--- config.mk ---
export PLATFORM = sky130hd
export DESIGN_NAME = bus_memory_controller
export DESIGN_NICKNAME = d
export VERILOG_FILES = /design/src/rtl/bus_memory_controller.sv
export SDC_FILE = /design/constraint.sdc
export NUM_CORES = 1
export LEC_CHECK = 0
export ABC_AREA = 0
export BUFFER_PORTS_ARGS = -buffer_cell sky130_fd_sc_hd__buf_2
export CORE_MARGIN = 2
export CORE_UTILIZATION = 63
export DETAILED_ROUTE_END_ITERATION = 16
export PLACE_DENSITY = 0.81
export SLEW_MARGIN = 20
export SYNTH_ARGS = -nofsm -noshare
export SYNTH_HDL_FRONTEND = slang
export SYNTH_SLANG_ARGS = --single-unit
--- constraint.sdc ---
create_clock -name clk -period 44.3 [get_ports clk]
set_input_delay 2.215 -clock clk [delete_from_list [all_inputs] [get_ports clk]]
set_output_delay 2.215 -clock clk [all_outputs]
set_load 0.005 [all_outputs]
--- src/rtl/bus_memory_controller.sv ---
// Memory/IO decoder for the 8227 core bus: mirrored RAM window, wait-stated ROM reads
// and NUM_IO MMIO output registers.
//
// state | meaning
// IDLE  | no ROM read in flight; a ROM read stalls here for its first wait cycle
// WAIT  | ROM read stalled, counting the remaining wait cycles
// DONE  | ROM data presented with ready=1; always returns to IDLE
module bus_memory_controller #(
    parameter int                DATA_W    = 8,
    parameter int                ADDR_W    = 16,
    parameter int                RAM_DEPTH = 64,
    parameter logic [ADDR_W-1:0] RAM_BASE  = 16'h0000,
    parameter int unsigned       RAM_SPAN  = 32'h0200,
    parameter logic [ADDR_W-1:0] ROM_BASE  = 16'h8000,
    parameter int                ROM_WAIT  = 1,
    parameter logic [ADDR_W-1:0] IO_BASE   = 16'h7F00,
    parameter int                NUM_IO    = 8
) (
    input  logic                     clk,
    input  logic                     reset,
    input  logic [ADDR_W-1:0]        address,
    input  logic                     read_not_write,
    input  logic [DATA_W-1:0]        data_from_cpu,
    output logic [DATA_W-1:0]        data_to_cpu,
    output logic                     ready,
    input  logic [DATA_W-1:0]        rom_data,
    output logic [NUM_IO*DATA_W-1:0] io_out,
    output logic [NUM_IO-1:0]        io_strobe,
    output logic                     bus_error
);

    localparam int IDX_W = $clog2(RAM_DEPTH);
    localparam int IO_W  = (NUM_IO > 1) ? $clog2(NUM_IO) : 1;
    localparam logic [ADDR_W:0] SPAN_LIM = (ADDR_W+1)'(RAM_SPAN);
    localparam logic [ADDR_W:0] IO_LIM   = (ADDR_W+1)'(NUM_IO);
    // The stalled IDLE cycle is the first wait cycle, so WAIT covers ROM_WAIT-1 cycles.
    localparam logic [3:0] CNT_LOAD = (ROM_WAIT >= 2) ? 4'(ROM_WAIT - 2) : 4'd0;

    typedef enum logic [1:0] {IDLE, WAIT, DONE} state_t;
    typedef enum logic [1:0] {SEL_NONE, SEL_IO, SEL_RAM, SEL_ROM} sel_t;

    state_t             state, state_nxt;
    logic [3:0]         cnt, cnt_nxt;
    logic [ADDR_W-1:0]  held_addr, held_addr_nxt;
    sel_t               sel;
    logic [ADDR_W:0]    io_diff, ram_diff, rom_diff;
    logic [IDX_W-1:0]   ram_idx;
    logic [IO_W-1:0]    io_idx;
    logic               rom_rd, commit, err;
    logic [DATA_W-1:0]  ram [RAM_DEPTH];
    logic [DATA_W-1:0]  io_regs [NUM_IO];
    logic               unused_bits;

    // Borrow-extended differences give window membership without signed compares.
    assign io_diff  = {1'b0, address} - {1'b0, IO_BASE};
    assign ram_diff = {1'b0, address} - {1'b0, RAM_BASE};
    assign rom_diff = {1'b0, address} - {1'b0, ROM_BASE};
    assign ram_idx  = ram_diff[IDX_W-1:0];
    assign io_idx   = io_diff[IO_W-1:0];
    assign unused_bits = ^{ram_diff[ADDR_W:IDX_W], io_diff[ADDR_W:IO_W], rom_diff[ADDR_W-1:0]};

    always_comb begin
        sel = SEL_NONE;
        if (io_diff < IO_LIM)        sel = SEL_IO;
        else if (ram_diff < SPAN_LIM) sel = SEL_RAM;
        else if (!rom_diff[ADDR_W])  sel = SEL_ROM;
    end

    assign rom_rd = read_not_write && (sel == SEL_ROM);
    assign commit = !read_not_write && ready;
    assign err    = ready && ((sel == SEL_NONE) || (!read_not_write && sel == SEL_ROM));

    always_ff @(posedge clk or posedge reset) begin
        if (reset) begin
            state     <= IDLE;
            cnt       <= 4'd0;
            held_addr <= '0;
        end else begin
            state     <= state_nxt;
            cnt       <= cnt_nxt;
            held_addr <= held_addr_nxt;
        end
    end

    always_comb begin
        state_nxt     = state;
        cnt_nxt       = cnt;
        held_addr_nxt = held_addr;
        case (state)
            IDLE: begin
                if (rom_rd && ROM_WAIT > 0) begin
                    held_addr_nxt = address;
                    cnt_nxt       = CNT_LOAD;
                    state_nxt     = (ROM_WAIT == 1) ? DONE : WAIT;
                end
            end
            WAIT: begin
                if (address != held_addr || !read_not_write) state_nxt = IDLE;
                else if (cnt == 4'd0)                        state_nxt = DONE;
                else                                         cnt_nxt   = cnt - 4'd1;
            end
            DONE:    state_nxt = IDLE;
            default: state_nxt = IDLE;
        endcase
    end

    always_comb begin
        ready = 1'b1;
        case (state)
            IDLE:    if (rom_rd && ROM_WAIT > 0) ready = 1'b0;
            WAIT:    ready = 1'b0;
            default: ready = 1'b1;
        endcase
        if (reset) ready = 1'b1;
    end

    always_comb begin
        data_to_cpu = '0;
        if (read_not_write && ready) begin
            if (state == DONE) data_to_cpu = rom_data;
            else begin
                case (sel)
                    SEL_IO:  data_to_cpu = io_regs[io_idx];
                    SEL_RAM: data_to_cpu = ram[ram_idx];
                    SEL_ROM: data_to_cpu = rom_data;
                    default: data_to_cpu = '0;
                endcase
            end
        end
    end

    always_ff @(posedge clk or posedge reset) begin
        if (reset) begin
            for (int i = 0; i < RAM_DEPTH; i++) ram[i] <= '0;
        end else if (commit && sel == SEL_RAM) begin
            ram[ram_idx] <= data_from_cpu;
        end
    end

    always_ff @(posedge clk or posedge reset) begin
        if (reset) begin
            for (int i = 0; i < NUM_IO; i++) io_regs[i] <= '0;
            io_strobe <= '0;
            bus_error <= 1'b0;
        end else begin
            io_strobe <= '0;
            bus_error <= err;
            if (commit && sel == SEL_IO) begin
                io_regs[io_idx]   <= data_from_cpu;
                io_strobe[io_idx] <= 1'b1;
            end
        end
    end

    for (genvar g = 0; g < NUM_IO; g++) begin : g_io
        assign io_out[g*DATA_W +: DATA_W] = io_regs[g];
    end

endmodule
; After elaboration in Yosys (flattened, before gate mapping)
; Index checks and enable logic that the tools add are counted.
[totals]
regBits = 607
in_bits = 35
output_inout_bits = 82
elab_cells = 152
[classes]
n_addsub = 3
magnitude_cmp = 8
eq_ne = 10
mux = 32
n_bitwise = 2
reduce_logical = 20
[ops]
columns = operator, count
row1 = bitwise mux 512 bit, 1
row2 = two-way mux 8 bit, 9
row3 = bitwise mux 64 bit, 1
row4 = binary-select mux 8 bit (select 6 bit), 1
row5 = demux 8 bit (select 6 bit), 1
row6 = binary-select mux 8 bit (select 3 bit), 1
row7 = demux 8 bit (select 3 bit), 1
row8 = one-hot mux 8 bit (3 select lines), 1
row9 = < comparator 17 x 4 -> 1 bit (second input constant), 1
row10 = subtractor 16 x 15 -> 17 bit (second input constant), 1
row11 = subtractor 16 x 16 -> 17 bit (second input constant), 1
row12 = < comparator 16 x 10 -> 1 bit (second input constant), 1
row13 = inequality test 16 bit, 1
row14 = two-way mux 2 bit, 6
row15 = two-way mux 4 bit, 3
row16 = logical AND 1 bit, 10
row17 = one-hot mux 4 bit (2 select lines), 1
row18 = >= comparator 7 bit (second input constant), 1
row19 = < comparator 7 x 1 -> 1 bit (second input constant), 1
row20 = inverter 6 -> 7 bit, 1
row21 = == test 2 bit (second input constant), 3
row22 = inequality test 2 bit (second input constant), 3
row23 = == test 2 x 1 -> 1 bit (second input constant), 2
row24 = >= comparator 4 bit (second input constant), 1
row25 = 17 further kinds, 22

; Logic depth before layout (Yosys ltp)
[depth]
depth_word = 12
mapped_depth = 11

; Least setup slack after synthesis
; OpenSTA, ideal clock, no wires.
[synth_path]
kind = input -> output
from = in reset
to = out ready
arrival_time_ps = 14775
required_ps = 42085
slack_ps = 27310
stages = 2
cell_sequence = inv_1 -> nand2_1
[synth_via]
elab_chain_cells = 1
[synth_rtl]
columns = item, line
row1 = start: declaration, 20  ; input logic reset,
row2 = two-way mux 1 bit, 114  ; if (reset) ready = 1'b1;
row3 = end: declaration, 25  ; output logic ready,
; Every way passes these cells.

; Final worst setup path
[layout_path]
from = in address[2]
to = out data_to_cpu[5]
[layout_via]
elab_chain_cells = 11
[layout_rtl]
columns = item, line
row1 = start: declaration, 21  ; input logic [ADDR_W-1:0] address,
row2 = branches (longest 10 deep; another with subtractor 16 x 15 -> 17 bit), n/a
row3 = two-way mux 8 bit *, 119  ; if (read_not_write && ready) begin
row4 = end: declaration, 24  ; output logic [DATA_W-1:0] data_to_cpu,
; Every way passes the cells marked *. The select of a mux whose other input is x is not followed.

==> results.sh <==
export IMPL_wl_mm=78.4
export IMPL_routedWlPerCell_um=28.7
export IMPL_netlist_area_leader_share_pct=53.3
export IMPL_fin_ws_ps=35140
export IMPL_min_period_ps=9160
export IMPL_yosysSeqAreaShare_pct=53.3
export IMPL_grt_total_usage_pct=35.1
export IMPL_synth_edf_count=0
export IMPL_end_kind="output pin"
export IMPL_start_util_pct=63.9
export IMPL_root_buffer="clkbuf_16"
export IMPL_cts_hold_buf=0
export IMPL_core_area_mm2=0.0431
export IMPL_syn_to_final_growth_pct=10.6
export IMPL_slowest_stage="buf_4"
export IMPL_drt_iter0_markers=2308
export IMPL_period_share_pct=20.7
export IMPL_h_tree_depth=2
export IMPL_cts_made_buffers=60
export IMPL_p_per_area_mw_per_mm2=36.8
export IMPL_clockBufferDepth=3
export IMPL_hold_path_class="flip-flop to flip-flop"
export IMPL_synthArstFlopShare_pct=100
export IMPL_die_h_um=213
export IMPL_crit_required_ps=42080
export IMPL_ys_types=65
export IMPL_yosysMostFrequentCell="mux2_2"
export IMPL_final_max_slew_viol_count=0
export IMPL_vias=18800
export IMPL_place_worst_setup_slack_ps=35530
export IMPL_cp_slowest_stage_delay_ps=780
export IMPL_cp_arrival_ps=6950
export IMPL_syn_nets=2087
export IMPL_fmax_mhz=109
export IMPL_clock_latency_ps=620
export IMPL_path_clk_slew_ps=60
export IMPL_cp_start_kind="input pin"
export IMPL_critPathMaxFanout=88
export IMPL_overflow=0
export IMPL_antenna_found_initial=2
export IMPL_layout_nets=2138
export IMPL_cts_repair_resized=0
export IMPL_post_dp_hpwl_mm=48.1
export IMPL_synth_top_area_cell="dfrtp_1"
export IMPL_design_area_mm2=0.0304
export IMPL_worstMarginPinSlew_ps=1210
export IMPL_cts_tree="done"
export IMPL_p_leak_nw=15.2
export IMPL_ys_top_cells_by_area="dfrtp_1, mux2_2, mux4_2, mux2i_1, o22ai_1"
export IMPL_place_area_mm2=0.0284
export IMPL_finalSetupViolations=0
export IMPL_gp_congestion=0.916
export IMPL_crit_type="input pin to output pin"
export IMPL_ys_flop_type="dfrtp_1"
export IMPL_ant_nets=0
export IMPL_die_x_um=213
export IMPL_drive_gt1_share_pct=46.5
export IMPL_clock_skew_ps=0
export IMPL_drc_errors=0
export IMPL_first_pass_iters=5
export IMPL_ys_ff_latch=586
export IMPL_hold_violations=0
export IMPL_viasPerCell=6.90
export IMPL_max_cap_violations=0
export IMPL_syn_area_mm2=0.0275
export IMPL_netlist_instances=2051
export IMPL_yosys_warnings=0
export IMPL_ios=117
export IMPL_max_vdd_ir_drop_mv=0.0273
export IMPL_slew_headroom_pct=18.3
export IMPL_port_buffers=116
export IMPL_rows=76
export IMPL_grt_max_degree=208
export IMPL_worstPathCellList="clkbuf_8, buf_4, buf_4, or3b_2, buf_4, o21ai_0, a21oi_1, a221oi_1, a2111oi_0, nand3_1, a21oi_1, buf_2"
export IMPL_grt_pass1_vias=18800
export IMPL_synthTopCellsByCount="mux2_2, dfrtp_1, nand2_1"
export IMPL_die_area_mm2=0.0453
export IMPL_syn_avg_cell_area_um2=13.4
export IMPL_post_cts_buffers=0
export IMPL_cp_common_cell="buf_4"
export IMPL_fin_tns_setup_ps=0
export IMPL_cts_sinks=586
export IMPL_rsz0062_at_grt="no"
export IMPL_outcome="complete, no violations"
export IMPL_grt_pass1_wl_mm=118
[flip-flops by register name, summed over array words and instances, names as in the netlist]
signal     flops
bus_error      1
io_strobe      8
io_out        64
state          1
ram          512
[kinds of logic after synthesis]
group | synth area share (%)
adder cells (fa/ha/maj) | 0.0455
buffers and inverters | 2.71
AO/OA/AOI/OAI | 7.11
multiplexers | 30.5
AND/OR/NAND/NOR | 6.31
flip-flops | 53.3
[layer usage]
metal	routed length (µm)	share of wire, %	GRT usage, %	up-vias
met2	36100	46	54.4	1145
met1	30800	39	47.4	9785
met3	7660	9.8	7.91	267
met4	3910	5.0	16.5	2
li1	-	-	-	7646
met5	13	0.017	0	-
[critical path, delay by kind of cell]
kind | cells | cell delay [ps]
buf+inv | 5 | 2440
simple gates | 2 | 730
compound gates | 5 | 1350
[cells in the final DEF (no fill, tap or decap), types with 37 or more instances in the layout]
cell type,n
mux2_2,619
dfrtp_1,586
buf_2,113
nand2_1,101
o22ai_1,80
a21oi_1,64
clkbuf_16,61
nor2_2,56
mux2i_1,50
o21ai_0,46
mux4_2,39
nor2_1,37
[through the flow]
| step | power, mW | hold slack (ps) | instances | utilization, % |
|---|---|---|---|---|
| 2_1_floorplan | 0.591 | 453 | 2051 | - |
| 3_3_place_gp | 0.613 | 464 | 2623 | 65.8 |
| 3_5_place_dp | 0.614 | 474 | 2623 | 65.8 |
| 4_1_cts | 1.12 | 487 | 2730 | 70.5 |
| 5_1_grt | 1.15 | 499 | 2732 | 70.6 |
| 6_report | 1.12 | 486 | 2733 | 70.6 |
[report_power, final]
group | switching (mW) | internal [mW] | total [mW] | leakage [nW]
Sequential | 0.000764 | 0.536 | 0.537 | 8.18
Clock | 0.209 | 0.303 | 0.512 | 1.00
Combinational | 0.0535 | 0.0166 | 0.0701 | 6.00
[final cells by class]
type	count	area, µm²
Multi-Input combinational cell	1303	12100
Fill cell	2827	12700
Antenna cell	1	2.50
Sequential cell	586	14700
Timing Repair Buffer	146	888
Tap cell	585	732
Clock buffer	92	1850
Clock inverter	15	153
Inverter	5	26.3
[final timing paths]
path | from | endpoint | slack, ps | cells past startpoint
max | address[2] | data_to_cpu[5] | 35140 | 12
min | ram[89]$_DFFE_PP0P_ | ram[89]$_DFFE_PP0P_ | 490 | 1
max reg2reg | state[1]$_DFFE_PP0P_ | state[1]$_DFFE_PP0P_ | 43380 | 1
min reg2reg | ram[89]$_DFFE_PP0P_ | ram[89]$_DFFE_PP0P_ | 490 | 1
max in group asynchronous | reset | io_out[11]$_DFFE_PP0P_ | 41020 | 3
min in group asynchronous | reset | ram[242]$_DFFE_PP0P_ | 1740 | 2
No activity file was read; power rests on OpenSTA's default activity.
